**config.mk**
```make
export PLATFORM = sky130hd
export DESIGN_NAME = adder_stream_arbiter
export DESIGN_NICKNAME = d
export VERILOG_FILES = /design/src/rtl/adder_stream_arbiter_pkg.sv /design/src/rtl/adder_stream_arbiter_word_serial_add_core.sv /design/src/rtl/adder_stream_arbiter.sv
export SDC_FILE = /design/constraint.sdc
export NUM_CORES = 1
export LEC_CHECK = 0
export CAP_MARGIN = 20
export CORE_AREA = 2 2 75 70
export DETAILED_ROUTE_END_ITERATION = 7
export DIE_AREA = 0 0 77 72
export GPL_TIMING_DRIVEN = 0
export PLACE_DENSITY = 0.82
export SLEW_MARGIN = 30
export SYNTH_ARGS = -nofsm -noshare
export SYNTH_HDL_FRONTEND = slang
export SYNTH_SLANG_ARGS = --single-unit
```
**constraint.sdc**
```tcl
create_clock -name clk -period 3.8 [get_ports clk]
set_clock_uncertainty 0.05 [all_clocks]
set_input_delay 0.76 -clock clk [delete_from_list [all_inputs] [get_ports clk]]
set_output_delay 0.76 -clock clk [all_outputs]
set_load 0.02 [all_outputs]
```
**src/rtl/adder_stream_arbiter_pkg.sv**
```systemverilog
// Shared types for the adder stream arbiter.
// The optional ADDER_ARB_CARRY_OUT_EN macro adds res_carry to the core and the top.
package adder_stream_arbiter_pkg;

    localparam int WORD_SIZE = 8;
    localparam int MAX_REQ   = 16;

    typedef logic [WORD_SIZE-1:0]        wordType;
    typedef logic [$clog2(MAX_REQ)-1:0]  reqIdType;

    typedef enum logic {
        IDLE = 1'b0,
        BUSY = 1'b1
    } arb_state_e;

endpackage

```
**src/rtl/adder_stream_arbiter_word_serial_add_core.sv**
```systemverilog
// Word-serial adder: carry chain across the beats of a packet plus registered result word.
// With ADDER_ARB_CARRY_OUT_EN defined it also exposes the carry out of each beat.
module word_serial_add_core
    import adder_stream_arbiter_pkg::*;
(
    input  logic    clk,
    input  logic    rst,
    input  logic    beat,
    input  logic    last,
    input  wordType a,
    input  wordType b,
    output logic    res_valid,
    output logic    res_last,
    output wordType res_data
`ifdef ADDER_ARB_CARRY_OUT_EN
    ,
    output logic    res_carry
`endif
);

    logic               carry;
    logic [WORD_SIZE:0] sum;

    assign sum = {1'b0, a} + {1'b0, b} + {{WORD_SIZE{1'b0}}, carry};

    // Carry survives bubbles because it only moves on beats; the last beat clears it.
    always_ff @(posedge clk) begin
        if (rst) begin
            carry     <= 1'b0;
            res_valid <= 1'b0;
            res_last  <= 1'b0;
            res_data  <= '0;
`ifdef ADDER_ARB_CARRY_OUT_EN
            res_carry <= 1'b0;
`endif
        end else begin
            res_valid <= beat;
            res_last  <= beat & last;
            if (beat) begin
                res_data <= sum[WORD_SIZE-1:0];
                carry    <= last ? 1'b0 : sum[WORD_SIZE];
`ifdef ADDER_ARB_CARRY_OUT_EN
                res_carry <= sum[WORD_SIZE];
`endif
            end
        end
    end

endmodule

```
**src/rtl/adder_stream_arbiter.sv**
```systemverilog
// Round-robin arbiter sharing one word-serial adder between NUM_REQ operand streams.
// ADDER_ARB_CARRY_OUT_EN adds the res_carry output (full-width sum carry).
//
// state | meaning
// IDLE  | no packet owns the adder; pick next requester from rr_ptr
// BUSY  | grant locked to one requester until its last beat
module adder_stream_arbiter
    import adder_stream_arbiter_pkg::*;
#(
    parameter int NUM_REQ = 4
)(
    input  logic                         clk,
    input  logic                         rst,
    input  logic [NUM_REQ-1:0]           req_valid,
    input  logic [NUM_REQ-1:0]           req_last,
    input  logic [NUM_REQ*WORD_SIZE-1:0] req_data_0,
    input  logic [NUM_REQ*WORD_SIZE-1:0] req_data_1,
    output logic [NUM_REQ-1:0]           req_ready,
    output logic                         res_valid,
    output logic                         res_last,
    output logic [WORD_SIZE-1:0]         res_data,
    output logic [$clog2(NUM_REQ)-1:0]   res_id,
    output logic                         busy
`ifdef ADDER_ARB_CARRY_OUT_EN
    ,
    output logic                         res_carry
`endif
);

    localparam int ID_W = $clog2(NUM_REQ);

    localparam logic [0:0] ST_IDLE = IDLE;
    localparam logic [0:0] ST_BUSY = BUSY;

    logic [0:0]      state;
    logic [ID_W-1:0] grant;
    logic [ID_W-1:0] rr_ptr;
    logic            pick_found;
    reqIdType        pick_id;
    int              cand;
    logic            beat;
    logic            last_beat;
    wordType         op_a;
    wordType         op_b;

    // First valid requester at or after rr_ptr, wrapping at NUM_REQ.
    always_comb begin
        pick_found = 1'b0;
        pick_id    = '0;
        cand       = 0;
        for (int i = 0; i < NUM_REQ; i++) begin
            cand = int'(rr_ptr) + i;
            if (cand >= NUM_REQ) begin
                cand = cand - NUM_REQ;
            end
            if (!pick_found && req_valid[ID_W'(cand)]) begin
                pick_found = 1'b1;
                pick_id    = reqIdType'(cand);
            end
        end
    end

    assign beat      = (state == ST_BUSY) & req_valid[grant] & req_ready[grant];
    assign last_beat = beat & req_last[grant];
    assign op_a      = req_data_0[int'(grant)*WORD_SIZE +: WORD_SIZE];
    assign op_b      = req_data_1[int'(grant)*WORD_SIZE +: WORD_SIZE];
    assign busy      = (state == ST_BUSY);

    always_ff @(posedge clk) begin
        if (rst) begin
            state     <= ST_IDLE;
            grant     <= '0;
            rr_ptr    <= '0;
            req_ready <= '0;
            res_id    <= '0;
        end else begin
            if (beat) begin
                res_id <= grant;
            end
            case (state)
                ST_IDLE: begin
                    if (pick_found) begin
                        grant     <= ID_W'(pick_id);
                        req_ready <= NUM_REQ'(1) << pick_id;
                        state     <= ST_BUSY;
                    end
                end
                ST_BUSY: begin
                    if (last_beat) begin
                        state     <= ST_IDLE;
                        req_ready <= '0;
                        rr_ptr    <= (int'(grant) == NUM_REQ - 1) ? '0 : grant + 1'b1;
                    end
                end
                default: begin
                    state     <= ST_IDLE;
                    req_ready <= '0;
                end
            endcase
        end
    end

    word_serial_add_core u_core (
        .clk       (clk),
        .rst       (rst),
        .beat      (beat),
        .last      (last_beat),
        .a         (op_a),
        .b         (op_b),
        .res_valid (res_valid),
        .res_last  (res_last),
        .res_data  (res_data)
`ifdef ADDER_ARB_CARRY_OUT_EN
        ,
        .res_carry (res_carry)
`endif
    );

endmodule

```
# After elaboration in Yosys (flattened, before gate mapping)
# Index checks and enable logic that the tools add are counted.
# classes
n_addsub	10
n_lt_le_gt_ge	9
eq_ne	3
shift	3
mux	38
n_bitwise	5
reduce_logical	9
# op_table
operator	n
variable part select 32 x 6 -> 8 bit	2
two-way mux 4 bit	10
two-way mux 1 bit	18
less-than comparator 2 x 4 -> 1 bit, second input constant	4
binary-select mux 1 bit (select 2 bit)	7
subtractor 3 x 3 -> 4 bit, second input constant	3
adder 8 x 8 -> 9 bit	1
adder 9 x 1 -> 9 bit	1
greater-or-equal comparator 3 bit, second input constant	3
one-hot mux 4 bit (2 select lines)	1
adder 2 x 2 -> 3 bit, second input constant	2
AND reduction 2 bit	3
AND 1 bit	4
<< shifter 1 x 4 -> 4 bit, first input constant	1
subtractor 2 x 3 -> 4 bit, second input constant	1
adder 2 x 1 -> 3 bit, second input constant	1
greater-or-equal comparator 2 x 3 -> 1 bit, second input constant	1
logical AND 1 bit	3
zero test 1 bit	3
less-than comparator 2 x 3 -> 1 bit, second input constant	1
adder 2 x 1 -> 2 bit, second input constant	1
== test 2 x 1 -> 1 bit, second input constant	1
two-way mux 2 bit	1
inequality test 2 x 1 -> 1 bit, second input constant	1
other kinds (3)	3
# word_totals
regBits	22
output_inout_bits	17
elab_cells	86

# Logic depth before layout (Yosys ltp)
# logic_depth
depth_word	18
mapped_depth	11
depth_no_buf	9

# Modules after synthesis
# Synthesis repeated with hierarchy kept, for this count alone.
# hier_totals
hier_cells	204
area_unflattened_um2	2083.2
# modules_own_cells
module	instances	cells_per_inst	area_per_inst_um2
adder_stream_arbiter	1	125	1357.6
word_serial_add_core	1	79	725.7

# Worst setup path before layout
# No wires, ideal clock.
# synth_path
path_type	register -> register
start	register grant[1]
end	register u_core.carry
setup_ns	0.134
t_arrival_ns	3.090
t_required_ns	3.616
slack_ns	0.526
path_stages_with_launch	11
n_path_buf	2
cell_sequence	dfxtp_1 -> clkbuf_1 -> clkbuf_1 -> mux4_2 -> fa_1 -> fa_1 -> a21o_1 -> a21oi_1 -> o211ai_1 -> o311ai_0 -> a21oi_1
# synth_via
elab_chain_cells	6
word_cells_on_any_way	14
classes_between	add/sub (2); shift (2); mux (7); bitwise (3)
# synth_lines
item	line_no	rtl
start, declared	adder_stream_arbiter.sv:36	logic [ID_W-1:0] grant;
start signal, assigned	adder_stream_arbiter.sv:83	grant <= ID_W'(pick_id);
branches (longest 6 deep; another with adder 8 x 8 -> 9 bit)	-	
end signal, assigned	adder_stream_arbiter_word_serial_add_core.sv:41	carry <= last ? 1'b0 : sum[WORD_SIZE];
end, declared	adder_stream_arbiter_word_serial_add_core.sv:21	logic carry;
# Several ways; the timed one is not identified. The select of a mux whose other input is x is not followed.
# A chain may end at the register's enable or synchronous reset.

# Final worst setup path
# Same ends and word-level chain as after synthesis.

==> impl_metrics.json <==
{
  "status": "finished clean",
  "finish.net_count": 377,
  "path_max_fanout": 10,
  "io_pins": 91,
  "gp_congestion": 0.854,
  "critPathLaunchType": "flop",
  "rsz0062_at_grt": "no",
  "synth_cells": 194,
  "maxCapViolCount": 0,
  "clock_latency_ns": 0.26,
  "synth_top_family_by_area": "multiplexers",
  "arrival_ns": 3.62,
  "max_freq_mhz": 283,
  "ir_drop_uv": 170,
  "ys_ff_latch": 22,
  "clk_pin_slew_ns": 0.08,
  "crit_family": "compound AO/OA/AOI/OAI gates",
  "die_area_um2": 5540,
  "worst_pin_slew_ns": 0.501,
  "cts_tree": "yes",
  "final_common_cell": "clkdlybuf4s50_1",
  "drv_slew": 0,
  "synth_compound_area_frac": 0.136,
  "total_power_mw": 0.712,
  "drtAntennaViolNets": 0,
  "path_class": "reg -> reg",
  "dp_slack_ns": -0.162,
  "core_um2": 4740,
  "synth.distinct_cells": 44,
  "post-synth-top-area-cell": "dfxtp_1",
  "cp-end-kind": "flop",
  "min_period_over_period": 0.932,
  "h-tree-depth": 1,
  "routedWlPerCell_um": 14.8,
  "yosysSeqAreaShare": 0.230,
  "clock-sinks": 22,
  "numCtsBuffers": 3,
  "max_slew_margin": 0.666,
  "synth_edf_count": 0,
  "p_per_area_nw_per_um2": 243,
  "hold_depth": 2,
  "antennaDiodeCount": 0,
  "via_count": 1894,
  "start_util": 0.404,
  "worstPathBufferInverterCount": 2,
  "grt_pass1_wl_um": 8360,
  "fin_ws_ns": 0.260,
  "period_minus_slack_ns": 3.54,
  "cp_num_cells": 10,
  "grt_max_degree": 12,
  "crit_slowest_cell": "fa_1",
  "path_cells": "clkbuf_2, clkbuf_2, mux4_2, fa_1, fa_1, a21o_1, a21oi_1, o211ai_1, o311ai_0, a21oi_1",
  "synthMuxAreaShare": 0.290,
  "synth_top_area_frac": 0.230,
  "fp.dieH_um": 72,
  "root_buffer": "clkbuf_8",
  "dp_hpwl_um": 4350,
  "drt_iter0_drc": 158,
  "reg2regPathDepth": 10,
  "netlist_top_cells_area": "dfxtp_1 23%, mux4_2 21%, ha_1 8.5%",
  "p_leak_nw": 1.09,
  "critPathRequiredTime_ns": 3.88,
  "synth_xor_area_frac": 0.0274,
  "grt_remaining_overflow": 0,
  "hold_viol": 0,
  "synthArstFlopShare": 0,
  "viasPerCell": 5.40,
  "syn_nets": 283,
  "hp-class": "reg -> reg",
  "synthAdderAreaFrac": 0.106,
  "track_usage": 0.187,
  "netlist_area_um2": 1920,
  "row_count": 24,
  "synth-simple-area-share": 0.155,
  "drive_gt1_frac": 0.129,
  "antenna_found_initial": 0,
  "syn_avg_cell_area_um2": 9.89,
  "first_pass_iters": 4,
  "drc": 0,
  "wirelength_um": 5210,
  "synthFlopType": "dfxtp_1",
  "area_growth_syn_to_layout_pct": 53.1,
  "yosys_warnings": 0,
  "placed_cell_area_um2": 2890,
  "setup_viol": 0,
  "grt_pass1_vias": 1834,
  "fin_area_um2": 2940,
  "cts_buffer_depth": 2,
  "critPathMaxStageDelay_ns": 0.46,
  "cts_setup_buffers": 0,
  "final_cell_mix": "89 x clkdlybuf4s50_1, 26 x nor2_1, 22 x dfxtp_1",
  "port_buffers": 89,
  "chipWidth_um": 77
}
-- synthesized netlist by cell type (4+ instances only) --
master and instances:
a21o_1 4, mux2i_1 14, nand2_1 7, a22o_1 5
nor2_1 26, nand3_1 5, inv_1 5, nor3_1 9
a21oi_1 9, ha_1 13, dfxtp_1 22, buf_2 8
xnor2_1 5, mux4_2 18, clkbuf_1 4
-- flip-flops by register name (all words and copies together) (netlist names), 2 cells and up --
name / flops
grant: 2
req_ready: 4
res_id: 2
rr_ptr: 2
u_core.res_data: 8
-- final timing paths --
path	slack, ns	end	from
worst max-delay path	0.26	u_core.carry	grant[1]
worst min-delay path	0.45	u_core.res_data[0]	u_core.res_data[0]
worst max register to register	0.26	u_core.carry	grant[1]
worst min register to register	0.45	u_core.res_data[0]	u_core.res_data[0]
-- repair_timing --
action,in CTS,in global routing
resized for setup,1,3
pin swaps,0,0
hold endpoints to repair,0,0
hold buffers,0,0
endpoints found under the setup margin,2,1
-- routing by layer --
metal | track usage | vias up | routed length, um
met2 | 0.331 | 89 | 2610
met4 | 0.0377 | 0 | 35
li1 | - | 911 | -
met5 | 0 | - | 0
met1 | 0.224 | 888 | 2110
met3 | 0.0647 | 6 | 461
-- layout make-up --
| class | instances | area, um2 |
|---|---|---|
| well taps | 65 | 81.3 |
| flip-flops and latches | 22 | 440 |
| inverters | 5 | 18.8 |
| repair buffers | 89 | 891 |
| fillers | 421 | 1810 |
| clock buffers | 3 | 41.3 |
| multi-input cells | 151 | 1370 |
| plain buffers | 16 | 93.8 |
-- worst min-delay path: cells and delay by family, from the launching register on --
family           cells  cell delay [ns]
flip-flops           1             0.33
multiplexers         1             0.06
AND/OR/NAND/NOR      1             0.07
-- cell families after synthesis --
kind of cell,after synthesis
mux,33
xor+xnor,6
flops,22
compound gates,35
buf+inv,21
simple gates,62
fa+ha+maj,15
-- per-stage QoR --
step	hold slack, ns	utilization	std cells	setup TNS, ns
3_5_place_dp	0.436	0.609	348	-0.184
5_1_grt	0.476	0.619	351	0
4_1_cts	0.457	0.618	351	0
6_report	0.449	0.619	351	0
2_1_floorplan	0.425	-	194	0
3_3_place_gp	0.420	0.609	348	-0.0348
-- report_power, final --
group          internal [mW]  switching, mW  total [mW]  leakage [nW]
Combinational          0.189          0.132       0.320         0.886
Sequential             0.241        0.00955       0.250         0.179
Clock                 0.0706         0.0711       0.142        0.0216
(Power assumes the default switching activity.)
